### src/rtl/ahb_qos_slave_arbiter.sv
// ---------------------------------------------------------------------------
// ahb_qos_slave_arbiter
//
// Shares one AHB slave port among N_MASTER masters. The next owner is chosen
// by priority, ties are broken round-robin, and requesters that have waited
// too long are promoted through per-master aging counters. Ownership is held
// for the whole of a fixed-length burst and for an undefined-length INCR
// burst while the owner keeps requesting.
//
// Ports
//   hclk          bus clock, all state changes on the rising edge
//   hreset        synchronous, active-high reset
//   hreq          per-master request (from each master's decoder)
//   hprior        per-master priority, master i at [i*PRIOR_W +: PRIOR_W]
//   htrans        HTRANS of the currently granted master
//   hburst        HBURST of the currently granted master
//   hwait         slave not ready (~hreadyout)
//   hgrant        registered grant, one-hot or all-zero
//   hmaster       index of the granted master, 0 when nobody is granted
//   hsel          slave select, combinational from the registered grant
//   burst_active  high while a fixed-length burst is in progress
// ---------------------------------------------------------------------------
module ahb_qos_slave_arbiter #(
    parameter int N_MASTER = 3,
    parameter int PRIOR_W  = 2,
    parameter int AGE_MAX  = 15,
    localparam int IDX_W   = $clog2(N_MASTER)
) (
    input  logic                        hclk,
    input  logic                        hreset,
    input  logic [N_MASTER-1:0]         hreq,
    input  logic [N_MASTER*PRIOR_W-1:0] hprior,
    input  logic [1:0]                  htrans,
    input  logic [2:0]                  hburst,
    input  logic                        hwait,
    output logic [N_MASTER-1:0]         hgrant,
    output logic [IDX_W-1:0]            hmaster,
    output logic                        hsel,
    output logic                        burst_active
);

    localparam logic [1:0] TR_IDLE   = 2'b00;
    localparam logic [1:0] TR_NONSEQ = 2'b10;
    localparam logic [1:0] TR_SEQ    = 2'b11;
    localparam logic [2:0] HB_SINGLE = 3'b000;
    localparam logic [2:0] HB_INCR   = 3'b001;
    localparam logic [7:0] AGE_LIM   = 8'(AGE_MAX);

    typedef enum logic [1:0] {
        ST_IDLE  = 2'd0,
        ST_OWN   = 2'd1,
        ST_BURST = 2'd2
    } state_e;

    state_e                state_q, state_d;
    logic [N_MASTER-1:0]   grant_q, grant_d;
    logic [IDX_W-1:0]      master_q, master_d;
    logic [IDX_W-1:0]      rr_q, rr_d;
    logic [3:0]            beats_q, beats_d;
    logic [7:0]            age_q [N_MASTER];
    logic [7:0]            age_d [N_MASTER];

    logic [PRIOR_W-1:0]    pri [N_MASTER];
    logic [N_MASTER-1:0]   urgent;
    logic [N_MASTER-1:0]   cand;
    logic [PRIOR_W-1:0]    max_pri;
    logic                  win_found;
    logic [IDX_W-1:0]      win_idx;
    int                    scan_idx;

    logic                  tr_nonseq, tr_seq, tr_idle;
    logic                  owner_req;
    logic                  burst_fixed;
    logic [3:0]            burst_len_m1;
    logic                  arb_pt;
    logic                  burst_load;

    // ------------------------------------------------------------------
    // Transfer decode
    // ------------------------------------------------------------------
    assign tr_nonseq   = (htrans == TR_NONSEQ);
    assign tr_seq      = (htrans == TR_SEQ);
    assign tr_idle     = (htrans == TR_IDLE);
    // Owner's request without indexing: the grant is one-hot or zero.
    assign owner_req   = |(hreq & grant_q);
    // WRAP4/INCR4 and up are fixed-length bursts.
    assign burst_fixed = hburst[2] | hburst[1];

    always_comb begin
        burst_len_m1 = 4'd15;
        case (hburst[2:1])
            2'b01:   burst_len_m1 = 4'd3;
            2'b10:   burst_len_m1 = 4'd7;
            default: burst_len_m1 = 4'd15;
        endcase
    end

    // ------------------------------------------------------------------
    // Per-master priority unpack, urgency and aging
    // ------------------------------------------------------------------
    generate
        for (genvar gi = 0; gi < N_MASTER; gi++) begin : g_master
            assign pri[gi]    = hprior[gi*PRIOR_W +: PRIOR_W];
            assign urgent[gi] = hreq[gi] && (age_q[gi] >= AGE_LIM);
            // Age is judged against the grant being loaded this edge, so a
            // master that has just won starts its next wait from zero.
            assign age_d[gi]  = (hreq[gi] && !grant_d[gi])
                              ? ((age_q[gi] >= AGE_LIM) ? AGE_LIM : age_q[gi] + 8'd1)
                              : 8'd0;
        end
    endgenerate

    // ------------------------------------------------------------------
    // Winner selection: urgent set first, then highest priority, then the
    // first match scanning upward from rr_q+1 with wrap.
    // ------------------------------------------------------------------
    always_comb begin
        cand      = (|urgent) ? urgent : hreq;
        max_pri   = '0;
        win_found = 1'b0;
        win_idx   = '0;
        scan_idx  = 0;
        for (int i = 0; i < N_MASTER; i++) begin
            if (cand[i] && (pri[i] > max_pri)) begin
                max_pri = pri[i];
            end
        end
        for (int off = 1; off <= N_MASTER; off++) begin
            scan_idx = int'(rr_q) + off;
            if (scan_idx >= N_MASTER) begin
                scan_idx = scan_idx - N_MASTER;
            end
            if (!win_found && cand[scan_idx] && (pri[scan_idx] == max_pri)) begin
                win_found = 1'b1;
                win_idx   = IDX_W'(scan_idx);
            end
        end
    end

    // ------------------------------------------------------------------
    // Arbitration point and burst tracking
    // ------------------------------------------------------------------
    always_comb begin
        arb_pt     = 1'b0;
        burst_load = 1'b0;
        case (state_q)
            ST_IDLE: begin
                arb_pt = 1'b1;
            end
            ST_OWN: begin
                if (!hwait) begin
                    // An INCR owner with IDLE and hreq still high keeps the
                    // bus: none of the three release conditions hold.
                    if (!owner_req
                        || (tr_nonseq && (hburst == HB_SINGLE))
                        || (tr_idle && (hburst != HB_INCR))) begin
                        arb_pt = 1'b1;
                    end else if (tr_nonseq && burst_fixed) begin
                        burst_load = 1'b1;
                    end
                end
            end
            ST_BURST: begin
                if (!hwait) begin
                    // beats_q counts SEQ beats still to come, so the beat
                    // that takes it to zero is the last of the burst. A new
                    // NONSEQ or IDLE ends the burst early.
                    if (tr_nonseq || tr_idle) begin
                        arb_pt = 1'b1;
                    end else if (tr_seq && (beats_q <= 4'd1)) begin
                        arb_pt = 1'b1;
                    end
                end
            end
            default: begin
                arb_pt = 1'b1;
            end
        endcase
    end

    always_comb begin
        state_d  = state_q;
        grant_d  = grant_q;
        master_d = master_q;
        rr_d     = rr_q;
        beats_d  = beats_q;
        if (arb_pt) begin
            beats_d = 4'd0;
            if (win_found) begin
                grant_d          = '0;
                grant_d[win_idx] = 1'b1;
                master_d         = win_idx;
                rr_d             = win_idx;
                state_d          = ST_OWN;
            end else begin
                grant_d  = '0;
                master_d = '0;
                state_d  = ST_IDLE;
            end
        end else if (burst_load) begin
            state_d = ST_BURST;
            beats_d = burst_len_m1;
        end else if ((state_q == ST_BURST) && tr_seq && !hwait) begin
            beats_d = beats_q - 4'd1;
        end
    end

    // ------------------------------------------------------------------
    // State registers
    // ------------------------------------------------------------------
    always_ff @(posedge hclk) begin
        if (hreset) begin
            state_q  <= ST_IDLE;
            grant_q  <= '0;
            master_q <= '0;
            // Start the pointer on the last master so master 0 wins the
            // first tie after reset.
            rr_q     <= IDX_W'(N_MASTER - 1);
            beats_q  <= 4'd0;
            for (int i = 0; i < N_MASTER; i++) begin
                age_q[i] <= 8'd0;
            end
        end else begin
            state_q  <= state_d;
            grant_q  <= grant_d;
            master_q <= master_d;
            rr_q     <= rr_d;
            beats_q  <= beats_d;
            for (int i = 0; i < N_MASTER; i++) begin
                age_q[i] <= age_d[i];
            end
        end
    end

    // ------------------------------------------------------------------
    // Outputs
    // ------------------------------------------------------------------
    assign hgrant       = grant_q;
    assign hmaster      = master_q;
    assign hsel         = (|grant_q) & htrans[1];
    assign burst_active = (state_q == ST_BURST);

endmodule
### config.mk
export PLATFORM = sky130hd
export DESIGN_NAME = ahb_qos_slave_arbiter
export DESIGN_NICKNAME = d
export VERILOG_FILES = /design/src/rtl/ahb_qos_slave_arbiter.sv
export SDC_FILE = /design/constraint.sdc
export NUM_CORES = 1
export LEC_CHECK = 0
export BUFFER_PORTS_ARGS = -buffer_cell sky130_fd_sc_hd__buf_2
export CAP_MARGIN = 0
export CORE_UTILIZATION = 35
export CTS_CLUSTER_DIAMETER = 50
export DETAILED_ROUTE_END_ITERATION = 8
export PLACE_DENSITY = 0.59
export SETUP_SLACK_MARGIN = 0.5
export SLEW_MARGIN = 20
export SYNTH_ARGS = -nofsm -noshare
export SYNTH_HDL_FRONTEND = slang
export SYNTH_SLANG_ARGS = --single-unit
### constraint.sdc
create_clock -name hclk -period 7.1 [get_ports hclk]
set_clock_uncertainty 0.15 [all_clocks]
set_input_delay 1.42 -clock hclk [delete_from_list [all_inputs] [get_ports hclk]]
set_output_delay 1.42 -clock hclk [all_outputs]
set_load 0.03 [all_outputs]
==> flow_summary.ini <==
[worst_setup_path]
crit_path_end_kind = flop
critPathMaxStageDelay_ns = 0.52
crit_fanout = 6
critPathKind = in -> reg
path_cells = buf_2 -> a21boi_1 -> o21ai_0 -> and2_1 -> nand2_1 -> ha_1 -> a21oi_1 -> a211o_1 -> or3b_4 -> and2_1 -> ha_1 -> nor2b_1 -> o211ai_1 -> nand2b_1 -> a31oi_4 -> xor2_1 -> or3_1 -> o221a_2 -> o31ai_1 -> nor3_1
cp-start-kind = input port
reg2reg_slack_ns = 1.50
r2r-end = age_q[0][9]$_SDFF_PP0_
critPathArrivalTime_ns = 6.23
cp_slowest_cell = o31ai_1
reg2reg_from = age_q[0][16]$_SDFF_PP0_
cp.required_ns = 7.09
reg2reg_depth = 21

[die]
core_mm2 = 0.00603
start_util_pct = 36.9
die_h_um = 81.7
io_pins = 24
die_w_um = 81.7
num_rows = 28
die_area_mm2 = 0.00668

[detailed_routing]
drt_wl_total_um = 4670
drt_iter0_markers = 63
num_vias = 1890
first_pass_iters = 4
viasPerCell = 5.11
drtAntennaViolNets = 0
wl_per_cell_um = 12.6
drc_errors = 0

[finish]
nFillCells = 614
postLayoutCellArea_mm2 = 0.00254
area_growth_pct = 14.0
num_antenna_cells = 0
layout-drive-gt1-share_pct = 14.9
layout.nets = 327

[clock_tree]
cts_buffers = 5
cts.sinks = 37
cts_hold_buffers = 0
clkLatencyLatePin_ns = 0.28
ctsResizeCount = 0
postCtsSetupRepairBufs = 0
cts_root_buffer = clkbuf_8
cts_htree_levels = 2
cts_max_path_buffers = 2
cts_tree = yes
clk_pin_slew_ns = 0.07

[min_path]
hold-path-endpoint = hmaster[1]$_SDFFE_PP0N_
min-delay-path-class = reg -> reg
worstHoldPathCells = 2
min_from = hmaster[1]$_SDFFE_PP0N_

[timing]
rsz0062_at_grt = false
finalSetupViolCount = 0
tns_ns = 0
finalCritPeriodShare_pct = 87.9
holdWs_ns = 0.301
period_minus_slack_ns = 6.24
slew_headroom_pct = 61.5
drv_slew = 0
hold_violations = 0
tightestPinTransition_ns = 0.573
fmax_mhz = 160

[place]
place_hpwl_um = 3690
routabilityCongestion = 0.845
port_buffers = 23
place_area_mm2 = 0.00246

[yosys]
ys_seq_area_share_pct = 33.3
synthMuxAreaShare_pct = 4.56
synth-xor-area-share_pct = 5.51
synthAdderAreaFrac_pct = 9.00
synth_top_family_by_area = simple AND/OR/NAND/NOR gates
netlist_area_mm2 = 0.00222
syn_inst = 258
synth_warnings = 0
synth-seq-cells = 37
async_flop_share_pct = 0
synth_compound_area_share_pct = 20.1
synth-simple-area-share_pct = 23.8
ys.flop_type = dfxtp_1
ys_types = 50
avgSynthCellArea_um2 = 8.62
synth_edf_count = 0

[grt]
grt_usage_pct = 15.6
grt_pass1_wl_um = 8020
grt_pass1_vias = 1811
grt_max_degree = 18
antenna_found_initial = 0
grt_overflow_total = 0

[power]
vdd_drop_max_mv = 0.169
power_density_mw_per_mm2 = 315
leakagePower_nw = 1.07

[run]
maxCapViolCount = 0

[status]
outcome = finished, final reports clean
-- critical path, delay by kind of cell --
family	cells	cell delay, ns
compound gates	8	2.05
simple gates	8	1.82
fa+ha+maj	2	0.57
xor+xnor	1	0.22
buf+inv	1	0.14
-- routing by layer --
layer / share of wire [%] / vias to the layer above / track usage, % / wire, um
li1: - / 984 / - / -
met1: 49 / 843 / 19.7 / 2270
met2: 44 / 54 / 26.6 / 2060
met3: 5.7 / 9 / 2.78 / 264
met4: 1.7 / 0 / 4.74 / 78
met5: 0 / - / 0 / 0
-- synthesized netlist by cell type, drive strengths merged (3+ instances only) --
cell | instances | area share, %
clkbuf | 5 | 0.84
nor4 | 4 | 2.8
a31oi | 4 | 2.5
inv | 16 | 2.7
xnor2 | 9 | 3.5
nand2 | 23 | 3.9
or3 | 4 | 1.3
mux2i | 9 | 4.0
nand3 | 14 | 3.1
a21oi | 24 | 5.4
nor3 | 8 | 1.8
o2111ai | 3 | 1.2
nor2 | 24 | 4.0
ha | 16 | 9.0
xor2 | 5 | 2.0
and2 | 4 | 1.1
and3 | 5 | 1.6
o21ai | 9 | 2.0
nor2b | 3 | 0.84
dfxtp | 37 | 33
-- cell type report --
| class | count | area [um2] | share of cell area [%] |
|---|---|---|---|
| inverters | 16 | 60.1 | 2.37 |
| clock buffers | 8 | 80.1 | 3.16 |
| repair buffers | 23 | 115 | 4.54 |
| flip-flops and latches | 37 | 741 | 29.2 |
| multi-input cells | 211 | 1450 | 57.0 |
| well taps | 75 | 93.8 | 3.70 |
-- cells in the final DEF, fill, tap and decap left out, drive strengths merged, types with 3 or more instances in the layout --
cell,instances
and2,4
dfxtp,37
buf,23
nor4,4
o2111ai,3
nor2,24
inv,16
mux2i,9
a31oi,4
xor2,5
ha,16
nor2b,3
xnor2,9
nand3,14
or3,4
nand2,23
conb,12
a21oi,24
and3,5
clkbuf,8
nor3,8
o21ai,9
-- worst max path at each step --
stage	startpoint	endpoint	slack, ns	cells past startpoint
final	hreq[2]	age_q[0][9]$_SDFF_PP0_	0.86	20
after global routing	hreq[1]	age_q[0][9]$_SDFF_PP0_	0.58	21
after CTS	hreq[2]	age_q[0][9]$_SDFF_PP0_	0.93	20
after detailed placement	hreq[2]	age_q[0][9]$_SDFF_PP0_	0.64	20
after global placement	hreq[2]	age_q[0][9]$_SDFF_PP0_	0.78	20
after floorplan	hreq[2]	hgrant[0]$_SDFF_PP0_	1.21	19
-- stage by stage --
| step | power, W | util (%) | std cells | worst slack (ns) |
|---|---|---|---|---|
| after CTS | 0.000802 | 42.1 | 370 | 0.931 |
| after floorplan | 0.000583 | - | 269 | 1.21 |
| after global placement | 0.000662 | 40.8 | 362 | 0.781 |
| after detailed placement | 0.000665 | 40.8 | 362 | 0.641 |
| final | 0.000798 | 42.1 | 370 | 0.862 |
| after global routing | 0.000862 | 42.1 | 370 | 0.581 |
-- report_power, final --
part | switching [W] | internal, W | total (W)
Combinational | 0.000235 | 0.000157 | 0.000392
Clock | 0.0000643 | 0.0000696 | 0.000134
Sequential | 0.0000312 | 0.000241 | 0.000272
Total | 0.000331 | 0.000468 | 0.000798
-- cells by family after synthesis --
group,after synthesis
AOI/OAI and AO/OA,62
buffers and inverters,21
and+or+nand+nor,97
adders and majority gates,16
other,1
DFF,37
xor gates and xnor gates,14
muxes,10
-- state kept, by name (all words and copies together) (netlist names) --
name / cells
age_q: 24
state_q: 2
beats_q: 4
hgrant: 3
hmaster: 2
rr_q: 2
No activity file was read; power rests on OpenSTA's default activity.
